`src/rtl/mlp_pkg.sv`:
```
// Shared types and helpers for the time-multiplexed perceptron layer.
// The accumulator width leaves headroom for NUM_IN full-scale products plus a bias.
package mlp_pkg;

  typedef enum logic [1:0] {
    IDLE,
    MAC,
    DONE
  } state_e;

  localparam logic ACT_STEP = 1'b0;
  localparam logic ACT_RELU = 1'b1;

  function automatic int unsigned acc_width(input int unsigned data_w, input int unsigned num_in);
    return 2 * data_w + $clog2(num_in) + 1;
  endfunction

endpackage

```
`src/rtl/mac_act_unit.sv`:
```
// Combinational multiply-accumulate step plus step/ReLU activation of the new sum.
// The activated value only matters on the last product of a neuron.
module mac_act_unit
  import mlp_pkg::*;
#(
  parameter int unsigned DATA_W    = 8,
  parameter int unsigned ACC_W     = 19,
  parameter int unsigned FRAC_BITS = 0
) (
  input  logic signed [ACC_W-1:0]  acc,
  input  logic signed [DATA_W-1:0] x,
  input  logic signed [DATA_W-1:0] w,
  input  logic                     mode,
  output logic signed [ACC_W-1:0]  next_acc,
  output logic        [DATA_W-1:0] result
);

  localparam logic signed [ACC_W-1:0] MaxPos = {{(ACC_W-DATA_W+1){1'b0}}, {(DATA_W-1){1'b1}}};

  logic signed [2*DATA_W-1:0] prod;
  logic signed [ACC_W-1:0]    prod_ext;
  logic signed [ACC_W-1:0]    shifted;

  // Operands are widened up front so the low 2*DATA_W product bits are exact.
  assign prod     = $signed({{DATA_W{x[DATA_W-1]}}, x}) * $signed({{DATA_W{w[DATA_W-1]}}, w});
  assign prod_ext = {{(ACC_W-2*DATA_W){prod[2*DATA_W-1]}}, prod};
  assign next_acc = acc + prod_ext;
  assign shifted  = next_acc >>> FRAC_BITS;

  always_comb begin
    result = '0;
    if (mode == ACT_STEP) begin
      result[0] = ~next_acc[ACC_W-1] & (|next_acc);
    end else if (!next_acc[ACC_W-1]) begin
      if (shifted > MaxPos) begin
        result = MaxPos[DATA_W-1:0];
      end else begin
        result = shifted[DATA_W-1:0];
      end
    end
  end

endmodule

```
`src/rtl/mlp_layer_seq.sv`:
```
// Fully connected perceptron layer sharing one MAC across all neuron/input products.
// Weights and bias are read live; only the input vector and mode are latched.
module mlp_layer_seq
  import mlp_pkg::*;
#(
  parameter int unsigned NUM_IN      = 3,
  parameter int unsigned NUM_NEURONS = 2,
  parameter int unsigned DATA_W      = 8,
  parameter int unsigned FRAC_BITS   = 0
) (
  input  logic                                 clk,
  input  logic                                 rst_n,
  input  logic                                 in_valid,
  output logic                                 in_ready,
  input  logic [NUM_IN*DATA_W-1:0]             in_data,
  input  logic                                 act_mode,
  input  logic [NUM_NEURONS*NUM_IN*DATA_W-1:0] weights,
  input  logic [NUM_NEURONS*DATA_W-1:0]        bias,
  output logic                                 out_valid,
  input  logic                                 out_ready,
  output logic [NUM_NEURONS*DATA_W-1:0]        out_data,
  output logic                                 busy
);

  localparam int unsigned ACC_W = acc_width(DATA_W, NUM_IN);
  localparam int unsigned IW    = (NUM_IN > 1) ? $clog2(NUM_IN) : 1;
  localparam int unsigned NW    = (NUM_NEURONS > 1) ? $clog2(NUM_NEURONS) : 1;
  localparam logic [IW-1:0] ILast = IW'(NUM_IN - 1);
  localparam logic [NW-1:0] NLast = NW'(NUM_NEURONS - 1);

  state_e                   state_q, state_d;
  logic [NUM_IN*DATA_W-1:0] x_q, x_d;
  logic                     mode_q, mode_d;
  logic signed [ACC_W-1:0]  acc_q, acc_d;
  logic [IW-1:0]            i_q, i_d;
  logic [NW-1:0]            n_q, n_d;
  logic [DATA_W-1:0]        y_q [NUM_NEURONS];
  logic [DATA_W-1:0]        y_d [NUM_NEURONS];

  logic signed [DATA_W-1:0] x_arr [NUM_IN];
  logic signed [DATA_W-1:0] w_arr [NUM_NEURONS][NUM_IN];
  logic signed [DATA_W-1:0] b_arr [NUM_NEURONS];
  logic signed [ACC_W-1:0]  next_acc;
  logic [DATA_W-1:0]        act_result;

  function automatic logic signed [ACC_W-1:0] sext(input logic signed [DATA_W-1:0] v);
    return {{(ACC_W-DATA_W){v[DATA_W-1]}}, v};
  endfunction

  for (genvar gi = 0; gi < NUM_IN; gi++) begin : g_x
    assign x_arr[gi] = x_q[gi*DATA_W +: DATA_W];
  end

  for (genvar gn = 0; gn < NUM_NEURONS; gn++) begin : g_n
    assign b_arr[gn]                   = bias[gn*DATA_W +: DATA_W];
    assign out_data[gn*DATA_W +: DATA_W] = y_q[gn];
    for (genvar gi = 0; gi < NUM_IN; gi++) begin : g_w
      assign w_arr[gn][gi] = weights[(gn*NUM_IN+gi)*DATA_W +: DATA_W];
    end
  end

  mac_act_unit #(
    .DATA_W   (DATA_W),
    .ACC_W    (ACC_W),
    .FRAC_BITS(FRAC_BITS)
  ) u_mac (
    .acc     (acc_q),
    .x       (x_arr[i_q]),
    .w       (w_arr[n_q][i_q]),
    .mode    (mode_q),
    .next_acc(next_acc),
    .result  (act_result)
  );

  always_comb begin
    state_d   = state_q;
    x_d       = x_q;
    mode_d    = mode_q;
    acc_d     = acc_q;
    i_d       = i_q;
    n_d       = n_q;
    y_d       = y_q;
    in_ready  = (state_q == IDLE);
    out_valid = (state_q == DONE);
    busy      = (state_q != IDLE);

    unique case (state_q)
      IDLE: begin
        if (in_valid) begin
          x_d     = in_data;
          mode_d  = act_mode;
          acc_d   = sext(b_arr[0]);
          i_d     = '0;
          n_d     = '0;
          state_d = MAC;
        end
      end
      MAC: begin
        if (i_q == ILast) begin
          y_d[n_q] = act_result;
          i_d      = '0;
          if (n_q == NLast) begin
            acc_d   = '0;
            state_d = DONE;
          end else begin
            n_d   = n_q + NW'(1);
            acc_d = sext(b_arr[n_d]);
          end
        end else begin
          acc_d = next_acc;
          i_d   = i_q + IW'(1);
        end
      end
      DONE: begin
        if (out_ready) begin
          state_d = IDLE;
        end
      end
      default: state_d = IDLE;
    endcase
  end

  always_ff @(posedge clk or negedge rst_n) begin
    if (!rst_n) begin
      state_q <= IDLE;
      x_q     <= '0;
      mode_q  <= 1'b0;
      acc_q   <= '0;
      i_q     <= '0;
      n_q     <= '0;
      for (int k = 0; k < NUM_NEURONS; k++) begin
        y_q[k] <= '0;
      end
    end else begin
      state_q <= state_d;
      x_q     <= x_d;
      mode_q  <= mode_d;
      acc_q   <= acc_d;
      i_q     <= i_d;
      n_q     <= n_d;
      y_q     <= y_d;
    end
  end

endmodule
```
`config.mk`:
```
export PLATFORM = sky130hd
export DESIGN_NAME = mlp_layer_seq
export DESIGN_NICKNAME = d
export VERILOG_FILES = /design/src/rtl/mlp_pkg.sv /design/src/rtl/mac_act_unit.sv /design/src/rtl/mlp_layer_seq.sv
export SDC_FILE = /design/constraint.sdc
export NUM_CORES = 1
export LEC_CHECK = 0
export ABC_AREA = 1
export ABC_CLOCK_PERIOD_IN_PS = 7980
export BUFFER_PORTS_ARGS = -buffer_cell sky130_fd_sc_hd__buf_4
export CORE_MARGIN = 10
export CORE_UTILIZATION = 35
export CTS_CLUSTER_DIAMETER = 200
export DETAILED_ROUTE_END_ITERATION = 6
export PLACE_DENSITY_LB_ADDON = 0.12
export REMOVE_ABC_BUFFERS = 1
export SYNTH_ARGS = -nofsm -noshare
export SYNTH_HDL_FRONTEND = slang
export SYNTH_SLANG_ARGS = --single-unit
```
`constraint.sdc`:
```
create_clock -name clk -period 7.98 [get_ports clk]
set_input_delay 0.798 -clock clk [delete_from_list [all_inputs] [get_ports clk]]
set_output_delay 0.798 -clock clk [all_outputs]
set_load 0.02 [all_outputs]
```
Word-level counts from Yosys, hierarchy flattened
Index checks and enable logic that the tools add are counted.
{"block": "classes", "addsub": 3, "multipliers": 1, "order_cmp": 5, "eq_ne": 7, "mux": 35, "n_bitwise": 5, "n_reduce_logical": 10}
{"operator": "2-to-1 mux 8 bit", "count": 10}
{"operator": "2-to-1 mux 24 bit", "count": 3}
{"operator": "2-to-1 mux 19 bit", "count": 3}
{"operator": "one-hot mux 19 bit (2 select lines)", "count": 1}
{"operator": "binary-select mux 8 bit (select 2 bit)", "count": 2}
{"operator": "adder 19 x 16 -> 19 bit", "count": 1}
{"operator": "> comparator 19 x 8 -> 1 bit (second input constant)", "count": 1}
{"operator": "OR reduction 19 bit", "count": 1}
{"operator": "bitwise mux 16 bit", "count": 1}
{"operator": "multiplier 8 x 8 -> 16 bit", "count": 1}
{"operator": "2-to-1 mux 2 bit", "count": 6}
{"operator": "demux 8 bit (select 1 bit)", "count": 1}
{"operator": "2-to-1 mux 7 bit", "count": 1}
{"operator": "inequality test 2 bit (second input constant)", "count": 3}
{"operator": "one-hot mux 2 bit (3 select lines)", "count": 1}
{"operator": "AND reduction 2 bit", "count": 3}
{"operator": "equality test 2 bit (second input constant)", "count": 2}
{"operator": ">= comparator 2 bit (second input constant)", "count": 2}
{"operator": "2-to-1 mux 1 bit", "count": 4}
{"operator": "NOT 1 -> 2 bit", "count": 2}
{"operator": "one-hot mux 2 bit (2 select lines)", "count": 1}
{"operator": "AND reduction 4 bit", "count": 1}
{"operator": "nonzero test 2 bit", "count": 2}
{"operator": ">= comparator 3 bit (second input constant)", "count": 1}
{"operator": "other kinds (12)", "count": 12}
{"block": "totals", "register_bits": 65, "input_bits": 93, "out_inout_bits": 19, "word_cells": 74}

Depth between registers and ports, before layout
Gate-level depths: netlist of run 1.
{"block": "depth", "ltp_word": 14, "ltp_mapped": 33, "ltp_nobuf": 32}

By module
Synthesis of run 1 repeated with hierarchy kept, for this count alone.
{"block": "hier_totals", "hier_cells": 998, "area_unflattened_um2": 7294.5}
{"module": "mac_act_unit", "n_inst": 1, "cells_each": 529, "area_each_um2": 3902.5, "seq_area_each_um2": 0.0}
{"module": "mlp_layer_seq", "n_inst": 1, "cells_each": 469, "area_each_um2": 3392.0, "seq_area_each_um2": 1626.6}

Worst setup path after synthesis of run 1
Ideal clock, no wire load.
{"block": "synth_path", "path_kind": "input to register", "startpoint": "input port weights[0]", "endpoint": "register y_q, in the netlist out_data[14]", "setup_ns": 0.118, "arrival_ns": 5.604, "required_time_ns": 7.862, "slack_ns": 2.258, "path_stages": 22, "path_buffers": 0, "cell_sequence": "o21ai_0 -> o221ai_1 -> nand2_1 -> inv_1 -> fa_1 -> fa_1 -> fa_1 -> fa_1 -> ha_1 -> ha_1 -> nand2_1 -> inv_1 -> a21oi_1 -> nand2_1 -> nand2_1 -> nand2_1 -> nor2_2 -> nand3_4 -> nor2_8 -> nand3_2 -> nand3_1 -> nand2_1"}
{"block": "synth_via", "elab_chain_len": 13}
{"item": "start: declaration", "line": "mlp_layer_seq.sv:17", "source": "input logic [NUM_NEURONS*NUM_IN*DATA_W-1:0] weights,"}
{"item": "2-to-1 mux 24 bit (implied by the code) (*) (3 in series)", "line": "mlp_layer_seq.sv:69", "source": ".w (w_arr[n_q][i_q]),"}
{"item": "binary-select mux 8 bit (select 2 bit) (*)", "line": "mlp_layer_seq.sv:69"}
{"item": "2-to-1 mux 8 bit (implied by the code) (*) (2 in series)", "line": "mlp_layer_seq.sv:69"}
{"item": "multiplier 8 x 8 -> 16 bit (*)", "line": "mac_act_unit.sv:25", "source": "assign prod = $signed({{DATA_W{x[DATA_W-1]}}, x}) * $signed({{DATA_W{w[DATA_W-1]}}, w});"}
{"item": "adder 19 x 16 -> 19 bit (*)", "line": "mac_act_unit.sv:27", "source": "assign next_acc = acc + prod_ext;"}
{"item": "> comparator 19 x 8 -> 1 bit", "line": "mac_act_unit.sv:35", "source": "if (shifted > MaxPos) begin"}
{"item": "2-to-1 mux 8 bit", "line": "mac_act_unit.sv:35"}
{"item": "2-to-1 mux 8 bit (*)", "line": "mac_act_unit.sv:34", "source": "end else if (!next_acc[ACC_W-1]) begin"}
{"item": "2-to-1 mux 7 bit (*)", "line": "mac_act_unit.sv:32", "source": "if (mode == ACT_STEP) begin"}
{"item": "bitwise mux 16 bit (*)", "line": "mlp_layer_seq.sv:100", "source": "y_d[n_q] = act_result;"}
{"item": "end signal: assignment", "line": "mlp_layer_seq.sv:141", "source": "y_q <= y_d;"}
{"item": "end: declaration", "line": "mlp_layer_seq.sv:37", "source": "logic [DATA_W-1:0] y_q [NUM_NEURONS];"}
Mark *: on every way between the ends. The rest lies on a longest branch, timed or not. The select of a mux whose other input is x is not followed.
A chain may end at the register's enable or synchronous reset.

Worst setup path after layout of run 1
{"block": "layout_path", "startpoint": "register i_q[0]", "endpoint": "register y_q, in the netlist out_data[14]"}
{"block": "layout_via", "elab_chain_len": 11, "word_cells_on_any_way": 16, "classes_between": "1 x add/sub; 1 x mul; 1 x order compare; 1 x eq/ne; 10 x mux; 1 x bitwise; 1 x reduce/logical"}
{"item": "start: declaration", "line": "mlp_layer_seq.sv:35", "source": "logic [IW-1:0] i_q, i_d;"}
{"item": "start signal: assignment", "line": "mlp_layer_seq.sv:139", "source": "i_q <= i_d;"}
{"item": "NOT 2 -> 3 bit (implied by the code)", "line": "mlp_layer_seq.sv:68, mlp_layer_seq.sv:69"}
{"item": "binary-select mux 8 bit (select 2 bit) (on tied branches)", "line": "mlp_layer_seq.sv:68, mlp_layer_seq.sv:69"}
{"item": "2-to-1 mux 8 bit (on tied branches) (2 in series)", "line": "mlp_layer_seq.sv:68, mlp_layer_seq.sv:69"}
{"item": "multiplier 8 x 8 -> 16 bit", "line": "mac_act_unit.sv:25"}
{"item": "adder 19 x 16 -> 19 bit", "line": "mac_act_unit.sv:27"}
{"item": "> comparator 19 x 8 -> 1 bit", "line": "mac_act_unit.sv:35"}
{"item": "2-to-1 mux 8 bit", "line": "mac_act_unit.sv:35"}
{"item": "2-to-1 mux 8 bit", "line": "mac_act_unit.sv:34"}
{"item": "2-to-1 mux 7 bit", "line": "mac_act_unit.sv:32"}
{"item": "bitwise mux 16 bit", "line": "mlp_layer_seq.sv:100"}
Parallel ways exist; a longest one is shown, timed or not. The select of a mux whose other input is x is not followed.

==> flow_metrics.tcl, run 1 <==
set metrics [dict create \
    status "completed" \
    ys.warnings.count 0 \
    cpMostUsedCell "nand2_1" \
    globalplace.congestion 0.808 \
    grt_pass1_wl_mm 34.9 \
    die_height_um 163 \
    cp-start-kind "flop" \
    slew_headroom 0.185 \
    first_global_vias 6566 \
    finalSetupViolCount 0 \
    holdBufCountCts 0 \
    cts_tree "yes" \
    dr.first_iter.drc_count 303 \
    fin_crit_sh 0.880 \
    num_vias 6042 \
    cp_data_arrival_time_ns 7.25 \
    drcViolationCount 0 \
    r2r_cells 27 \
    holdWs_ns 0.479 \
    r2r-start "i_q[0]$_DFFE_PN0P_" \
    startpoint "i_q[0]$_DFFE_PN0P_" \
    max_stage_delay_ns 0.63 \
    ys_ff_latch 65 \
    endpoint_kind "flop" \
    insertion_delay_ns 0.35 \
    tightest_slew_ns 1.22 \
    coreArea_um2 20200 \
    critPathKind "reg -> reg" \
    grt_antenna_before_repair 0 \
    grt_max_degree 66 \
    fin_skew_ns 0.0115 \
    placed_area_um2 8250 \
    synth_area_um2 7140 \
    firstDrtPassIters 7 \
    synth_flop_cell "dfrtp_1" \
    fin_util 0.426 \
    stdcell_area_um2 8590 \
    syn_avg_cell_area_um2 7.88 \
    synth_edf_count 0 \
    avgViaCountPerCell 4.69 \
    post-route-min-period_ns 7.02 \
    initial_core_util 0.354 \
    cts_setup_buffers 0 \
    antenna_cells 0 \
    htreeDepth 3 \
    cts_made_buffers 9 \
    r2r-end "out_data[14]$_DFFE_PN0P_" \
    synth_top_area_share 0.236 \
    slowest_stage "nor2_2" \
    drv_cap 0 \
    hp-start "x_q[9]$_DFFE_PN0P_" \
    antenna_left 0 \
    fmax_ghz 0.142 \
    wirelength_mm 21.0 \
    fillers 2081 \
    rows 52 \
    dieArea_um2 26500 \
    cts.sinks 65 \
    synth_cell_types 42 \
    yosys-top-cells-area "fa_1 24%, dfrtp_1 23%, nand2_1 15%, inv_1 9.3%, ha_1 7.7%" \
    wl_per_cell_um 16.3 \
    crit_required_ns 8.21 \
    rrSetupSlack_ns 0.96 \
    crit_fanout 18 \
    dieWidth_um 163 \
    cts_resized 0 \
    setup-tns-final_ns 0 \
    ios 112 \
    io_buffers 111 \
    cts-root-buf "clkbuf_16" \
    rsz0062_at_grt "false" \
    hold_viol 0 \
    synth-seq-area-share 0.228 \
    grt_usage 0.165 \
    postSynthCellCount 906 \
    grt_overflow 0 \
    async_flop_share 1.00 \
    clk_path_buf_depth 2 \
    hold_class "reg -> reg" \
    worstSetupEndpoint "out_data[14]$_DFFE_PN0P_" \
    final_max_slew_viol_count 0 \
    yosysTopAreaCell "fa_1" \
    path_clk_slew_ns 0.06 \
    syn_to_final_growth_pct 20.3 \
    drive_gt1_frac 0.180 \
    dp_hpwl_mm 17.4 \
    nNetsFinal 1233 \
]
## cell type report
| cell class | instances | area, um^2 | share of cell area |
|---|---|---|---|
| well taps | 270 | 338 | 0.0393 |
| clock buffers | 11 | 253 | 0.0294 |
| repair buffers | 115 | 863 | 0.101 |
| inverters | 188 | 706 | 0.0822 |
| multi-input cells | 633 | 4710 | 0.549 |
| flip-flops and latches | 65 | 1630 | 0.189 |
| clock inverters | 5 | 85.1 | 0.00991 |
## worst max-delay path: cells and delay by family (launching register included)
kind | cells | cell delay (ns)
fa+ha+maj | 6 | 2.72
buf+inv | 3 | 0.85
flops | 1 | 0.43
compound gates | 2 | 0.41
simple gates | 16 | 2.50
## flip-flops by register name (all words and copies together) (netlist names)
signal / count
n_q: 1
x_q: 24
mode_q: 1
acc_q: 19
state_q: 2
i_q: 2
out_data: 16
## worst min path at each step
stage,to,slack (ns),cells after the start
global route,x_q[9]$_DFFE_PN0P_,0.51,2
CTS,out_data[7]$_DFFE_PN0P_,0.48,2
global placement,out_data[7]$_DFFE_PN0P_,0.46,2
finish,x_q[9]$_DFFE_PN0P_,0.48,2
floorplan,x_q[2]$_DFFE_PN0P_,0.44,2
detailed placement,out_data[7]$_DFFE_PN0P_,0.47,2
## cell families after synthesis
group	synth area share
xor+xnor	0.0137
simple gates	0.255
compound gates	0.0789
buf+inv	0.111
fa+ha+maj	0.313
flops	0.228
## cells in the final DEF (no fill, tap or decap), types with 2 or more instances in the layout
master	instances
o221ai_2	3
o211ai_1	2
clkbuf_8	2
nor2_2	8
o22ai_1	5
nand2_1	286
o21ai_0	30
a22oi_1	14
o221ai_1	4
bufinv_16	2
nand3_1	44
inv_2	11
buf_4	115
and2_0	5
inv_6	2
nand3b_1	3
dfrtp_1	65
a21oi_2	3
xnor2_1	4
fa_1	84
nor2_4	6
nand4_1	4
inv_1	176
xor2_1	4
nor2_8	2
a221oi_1	7
ha_1	44
clkbuf_16	9
nand3_2	8
nor2_1	32
a21oi_1	12
nand2_2	9
## cell usage after synthesis, types with 2 or more instances
| master | n |
|---|---|
| nand3b_1 | 3 |
| o211ai_1 | 2 |
| nand2_1 | 286 |
| nand4_1 | 4 |
| xor2_1 | 4 |
| nor2_4 | 6 |
| fa_1 | 84 |
| dfrtp_1 | 65 |
| nor2_2 | 8 |
| o21ai_0 | 30 |
| a22oi_1 | 14 |
| nor2_8 | 2 |
| a21oi_1 | 12 |
| a21oi_2 | 3 |
| inv_2 | 11 |
| o221ai_1 | 4 |
| xnor2_1 | 4 |
| and2_0 | 5 |
| ha_1 | 44 |
| a221oi_1 | 7 |
| clkbuf_1 | 12 |
| nand3_1 | 44 |
| inv_1 | 176 |
| nand3_2 | 8 |
| nand2_2 | 9 |
| o22ai_1 | 5 |
| o221ai_2 | 3 |
| buf_2 | 6 |
| nor2_1 | 32 |
## routing by layer
metal | routed length (um) | global-route usage | vias to the layer above | share of wire
li1 | - | - | 2986 | -
met1 | 10400 | 0.230 | 2935 | 0.49
met2 | 9580 | 0.255 | 105 | 0.46
met3 | 805 | 0.0313 | 16 | 0.038
met4 | 264 | 0.0443 | 0 | 0.013
met5 | 0 | 0 | - | 0
## metrics by stage
step | setup slack (ns) | std cells
2_1_floorplan | 1.92 | 886
3_3_place_gp | 1.08 | 1271
3_5_place_dp | 0.996 | 1271
4_1_cts | 0.934 | 1287
5_1_grt | 0.360 | 1287
6_report | 0.960 | 1287
Power of run 1 is not shown: default switching activity piles up to over one toggle a cycle in this logic, so the estimate is an artifact.
==> inputs of run 2 (changes only) <==
- MAX_ROUTING_LAYER: unset -> met4
==> run 2 against run 1 <==
Net effect: design area fell by 0.20%; clock skew is 0.0057 ns lower; setup slack lost 0.027 ns; global-route usage rose by 0.29 points; critical path depth grew 1; utilization fell by 0.087 points; critical path type unchanged; worst hold slack got worse by 0.0057 ns; largest cell class unchanged; cell count up 0.23%; die area did not move.
==> flow_metrics.tcl, run 2 (synthesized netlist as in run 1, its figures left out) <==
set metrics [dict create \
    grt_antenna_before_repair 0 \
    grt_usage 0.168 \
    wl_per_cell_um 16.5 \
    cts-root-buf "clkbuf_16" \
    clk_path_buf_depth 2 \
    insertion_delay_ns 0.34 \
    regMostFlops "x_q" \
    mostFrequentLayoutCell "nand2_1" \
    setup-tns-final_ns 0 \
    htreeDepth 3 \
    ios 112 \
    endpoint_kind "flop" \
    fillers 2130 \
    rrSetupSlack_ns 0.93 \
    post-route-min-period_ns 7.05 \
    max_stage_delay_ns 0.59 \
    cts.sinks 65 \
    fin_skew_ns 0.00579 \
    hold_viol 0 \
    status "completed" \
    coreArea_um2 20200 \
    final_critical_path_setup_slack_ns 0.934 \
    firstDrtPassIters 6 \
    io_buffers 111 \
    wirelength_mm 21.3 \
    path_delay_family "adder cells" \
    avgViaCountPerCell 4.61 \
    crit_required_ns 8.20 \
    cpMostUsedCell "nand2_1" \
    dp_hpwl_mm 17.5 \
    initial_core_util 0.354 \
    drv_cap 0 \
    final_cell_mix "286 x nand2_1, 176 x inv_1, 118 x buf_4, 84 x fa_1, 65 x dfrtp_1" \
    holdBufCountCts 0 \
    cts_resized 0 \
    num_vias 5945 \
    rows 52 \
    drive_gt1_frac 0.181 \
    cts_setup_buffers 0 \
    cts_tree "yes" \
    critPathBufInv 4 \
    cp-start-kind "flop" \
    first_global_vias 6445 \
    r2r-start "i_q[1]$_DFFE_PN0P_" \
    hp-start "out_data[7]$_DFFE_PN0P_" \
    largest_reg_flops 24 \
    place_ws_ns 0.904 \
    fin_crit_sh 0.883 \
    dieArea_um2 26500 \
    grt_pass1_wl_mm 34.3 \
    cts_made_buffers 9 \
    cp_data_arrival_time_ns 7.27 \
    startpoint "i_q[1]$_DFFE_PN0P_" \
    syn_to_final_growth_pct 20.1 \
    finalSetupViolCount 0 \
    fmax_ghz 0.142 \
    slew_headroom 0.415 \
    dieWidth_um 163 \
    final_max_slew_viol_count 0 \
    fin_util 0.425 \
    tightest_slew_ns 0.877 \
    path_clk_slew_ns 0.06 \
    rsz0062_at_grt "false" \
    die_height_um 163 \
    dr.first_iter.drc_count 306 \
    hold_class "reg -> reg" \
    slowest_stage "nor2_2" \
    nNetsFinal 1236 \
    regArea_um2 1630 \
    globalplace.congestion 0.827 \
    antenna_left 0 \
    multi_input_area_um2 4710 \
    crit_fanout 18 \
    critPathKind "reg -> reg" \
    grt_max_degree 66 \
    antenna_cells 0 \
    drcViolationCount 0 \
    grt_overflow 0 \
]
-- run 2: changes by cell type in the layout (fill, tap and decap cells not counted), sizes merged --
cell,delta
inv,-2
clkinvlp,+1
clkinv,+2
buf,+3
bufinv,-1
-- run 2: worst paths after layout --
path | cells after the start | to
max in group asynchronous | 1 | x_q[22]$_DFFE_PN0P_
worst max register to register | 28 | out_data[10]$_DFFE_PN0P_
worst max-delay path | 28 | out_data[10]$_DFFE_PN0P_
worst min register to register | 2 | out_data[7]$_DFFE_PN0P_
min in group asynchronous | 1 | out_data[1]$_DFFE_PN0P_
worst min-delay path | 2 | out_data[7]$_DFFE_PN0P_
-- run 2: per-stage QoR --
stage / instances / area [um^2] / hold slack (ns)
after floorplan: 886 / 7050 / 0.444
after global placement: 1274 / 8270 / 0.457
after detailed placement: 1274 / 8270 / 0.463
after CTS: 1290 / 8570 / 0.479
after global routing: 1290 / 8570 / 0.498
final: 1290 / 8570 / 0.473
-- run 2: worst min-delay path: cells and delay by family, from the launching register on --
family                 cells  cell delay [ns]
and+or+nand+nor            1             0.05
buffers and inverters      1             0.04
DFF                        1             0.35
-- run 2: area by class of cell --
class,count,area share
well taps,270,0.0394
flip-flops and latches,65,0.190
clock buffers,11,0.0283
multi-input cells,633,0.550
repair buffers,118,0.103
inverters,188,0.0824
clock inverters,5,0.00643
-- run 2: metal layers --
| layer | share of wire | GRT usage |
|---|---|---|
| met1 | 0.49 | 0.228 |
| met2 | 0.46 | 0.255 |
| met3 | 0.037 | 0.0324 |
| met4 | 0.012 | 0.0352 |
| met5 | 0 | - |
Power of run 2 is left out for the same reason.
==> inputs of run 3 (changes only) <==
- CORE_UTILIZATION: 35 -> 53
- SYNTH_HIERARCHICAL: unset -> 1
==> run 3 against run 2 <==
Net effect: area after synthesis grew 2.2%; register-to-register slack gained 0.34 ns; sequential share of layout area grew 0.13 points; synthesized cell count grew 10%; sequential cell count is the same; design area shrank 0.67%; critical path depth shrank 2; clock-buffer cell count shrank 2; critical path type unchanged; critical endpoint is now out_data[1]$_DFFE_PN0P_; largest cell class unchanged; highest routed layer unchanged.
==> flow_metrics.tcl, run 3 <==
set metrics [dict create \
    grt_pass1_wl_mm 32.5 \
    async_flop_share 1.00 \
    io_buffers 111 \
    tightest_slew_ns 0.987 \
    crit_fanout 10 \
    mostFrequentLayoutCell "nand2_1" \
    synthMostInstantiatedCell "nand2_1" \
    avgViaCountPerCell 5.01 \
    wl_per_cell_um 15.3 \
    synth_area_um2 7290 \
    hold_class "reg -> reg" \
    critPathKind "reg -> reg" \
    max_stage_delay_ns 0.58 \
    slew_headroom 0.339 \
    dr.first_iter.drc_count 389 \
    grt_usage 0.219 \
    nNetsFinal 1308 \
    firstDrtPassIters 5 \
    regMostFlops "x_q" \
    final_cell_mix "277 x nand2_1, 205 x inv_1, 116 x buf_4, 88 x nor2_1, 84 x fa_1" \
    die_height_um 137 \
    cts.sinks 65 \
    first_global_vias 6424 \
    cts_made_buffers 9 \
    cts_resized 0 \
    grt_antenna_before_repair 0 \
    rsz0062_at_grt "false" \
    holdWs_ns 0.478 \
    cpMostUsedCell "nand2_1" \
    yosysTopAreaCell "fa_1" \
    post-route-min-period_ns 6.70 \
    clk_path_buf_depth 2 \
    coreArea_um2 13300 \
    insertion_delay_ns 0.34 \
    htreeDepth 3 \
    syn_to_final_growth_pct 16.7 \
    cts_tree "yes" \
    cp-start-kind "flop" \
    fmax_ghz 0.149 \
    synth_edf_count 0 \
    status "completed" \
    fin_skew_ns 0.0149 \
    setup-tns-final_ns 0 \
    initial_core_util 0.546 \
    final_max_slew_viol_count 0 \
    antenna_left 0 \
    dp_hpwl_mm 15.6 \
    largest_reg_flops 24 \
    grt_overflow 0 \
    cp_data_arrival_time_ns 6.95 \
    synth_cell_types 36 \
    synth-seq-area-share 0.223 \
    wirelength_mm 19.4 \
    grt_max_degree 66 \
    postSynthCellCount 998 \
    endpoint_kind "flop" \
    antenna_cells 0 \
    drive_gt1_frac 0.148 \
    globalplace.congestion 0.881 \
    ios 112 \
    ys_ff_latch 65 \
    ys_top_cells_by_count "277 x nand2_1, 205 x inv_1, 88 x nor2_1" \
    synth_top_area_share 0.231 \
    yosys-top-cells-area "fa_1 23%, dfrtp_1 22%, nand2_1 14%, inv_1 11%, ha_1 7.5%" \
    path_clk_slew_ns 0.06 \
    fin_util 0.638 \
    ys.warnings.count 6 \
    finalSetupViolCount 0 \
    holdBufCountCts 0 \
    drv_cap 0 \
    synth_flop_cell "dfrtp_1" \
    hold_viol 0 \
    drcViolationCount 0 \
    dieWidth_um 137 \
    slowest_stage "fa_1" \
    cts_setup_buffers 0 \
    num_vias 6359 \
    syn_avg_cell_area_um2 7.31 \
    rows 42 \
    dieArea_um2 18900 \
    cts-root-buf "clkbuf_16" \
    fin_crit_sh 0.840 \
    crit_required_ns 8.23 \
]
-- run 3: cell count changes after synthesis, sizes merged, moves of 11 or more --
cell | before | now
nand2 | 295 | 282
inv | 187 | 209
nor2 | 48 | 91
a22oi | 14 | 1
buf | 8 | 19
o21ai | 31 | 43
or2 | 1 | 16
-- run 3: metal layers --
layer  vias to the layer above  GRT usage  part of all wire
met4                         0     0.0392             0.013
met3                        17     0.0371             0.058
met5                         -          -                 0
li1                       3168          -                 -
met2                       181      0.348              0.48
met1                      2993      0.293              0.45
-- run 3: cell type report --
cell class | count | area, um^2
multi-input combinational | 685 | 4700
fill | 1234 | 4840
sequential | 65 | 1630
inverter | 210 | 788
timing repair buffer | 116 | 871
clock inverter | 7 | 82.6
clock buffer | 9 | 225
tap | 176 | 220
-- run 3: critical path: cells and delay by family (launching register included) --
kind / cells / cell delay (ns)
compound gates: 2 / 0.41
flops: 1 / 0.38
fa+ha+maj: 6 / 2.99
buf+inv: 4 / 0.46
simple gates: 14 / 2.38
-- run 3: logic make-up after synthesis --
logic type / synth area share
AND/OR/NAND/NOR: 0.267
buffers and inverters: 0.133
adder cells (fa/ha/maj): 0.306
AO/OA/AOI/OAI: 0.0588
flip-flops: 0.223
XOR/XNOR: 0.0120
other: 0.000514
-- run 3: final timing paths --
kind	start	endpoint	slack [ns]	cells after the start
setup / recovery	i_q[1]$_DFFE_PN0P_	out_data[1]$_DFFE_PN0P_	1.28	26
hold / removal	x_q[14]$_DFFE_PN0P_	x_q[14]$_DFFE_PN0P_	0.48	2
setup reg to reg	i_q[1]$_DFFE_PN0P_	out_data[1]$_DFFE_PN0P_	1.28	26
hold reg to reg	x_q[14]$_DFFE_PN0P_	x_q[14]$_DFFE_PN0P_	0.48	2
max in group asynchronous	rst_n	acc_q[16]$_DFFE_PN0P_	6.86	1
min in group asynchronous	rst_n	acc_q[2]$_DFFE_PN0P_	0.57	1
-- run 3: per-stage QoR --
step	cells	worst slack (ns)	instance area, um^2
floorplan	960	1.74	7110
detailed placement	1252	1.35	8200
finish	1268	1.28	8510
global route	1268	0.731	8510
CTS	1268	1.34	8510
global placement	1252	1.37	8200
Power of run 3 is left out for the same reason.
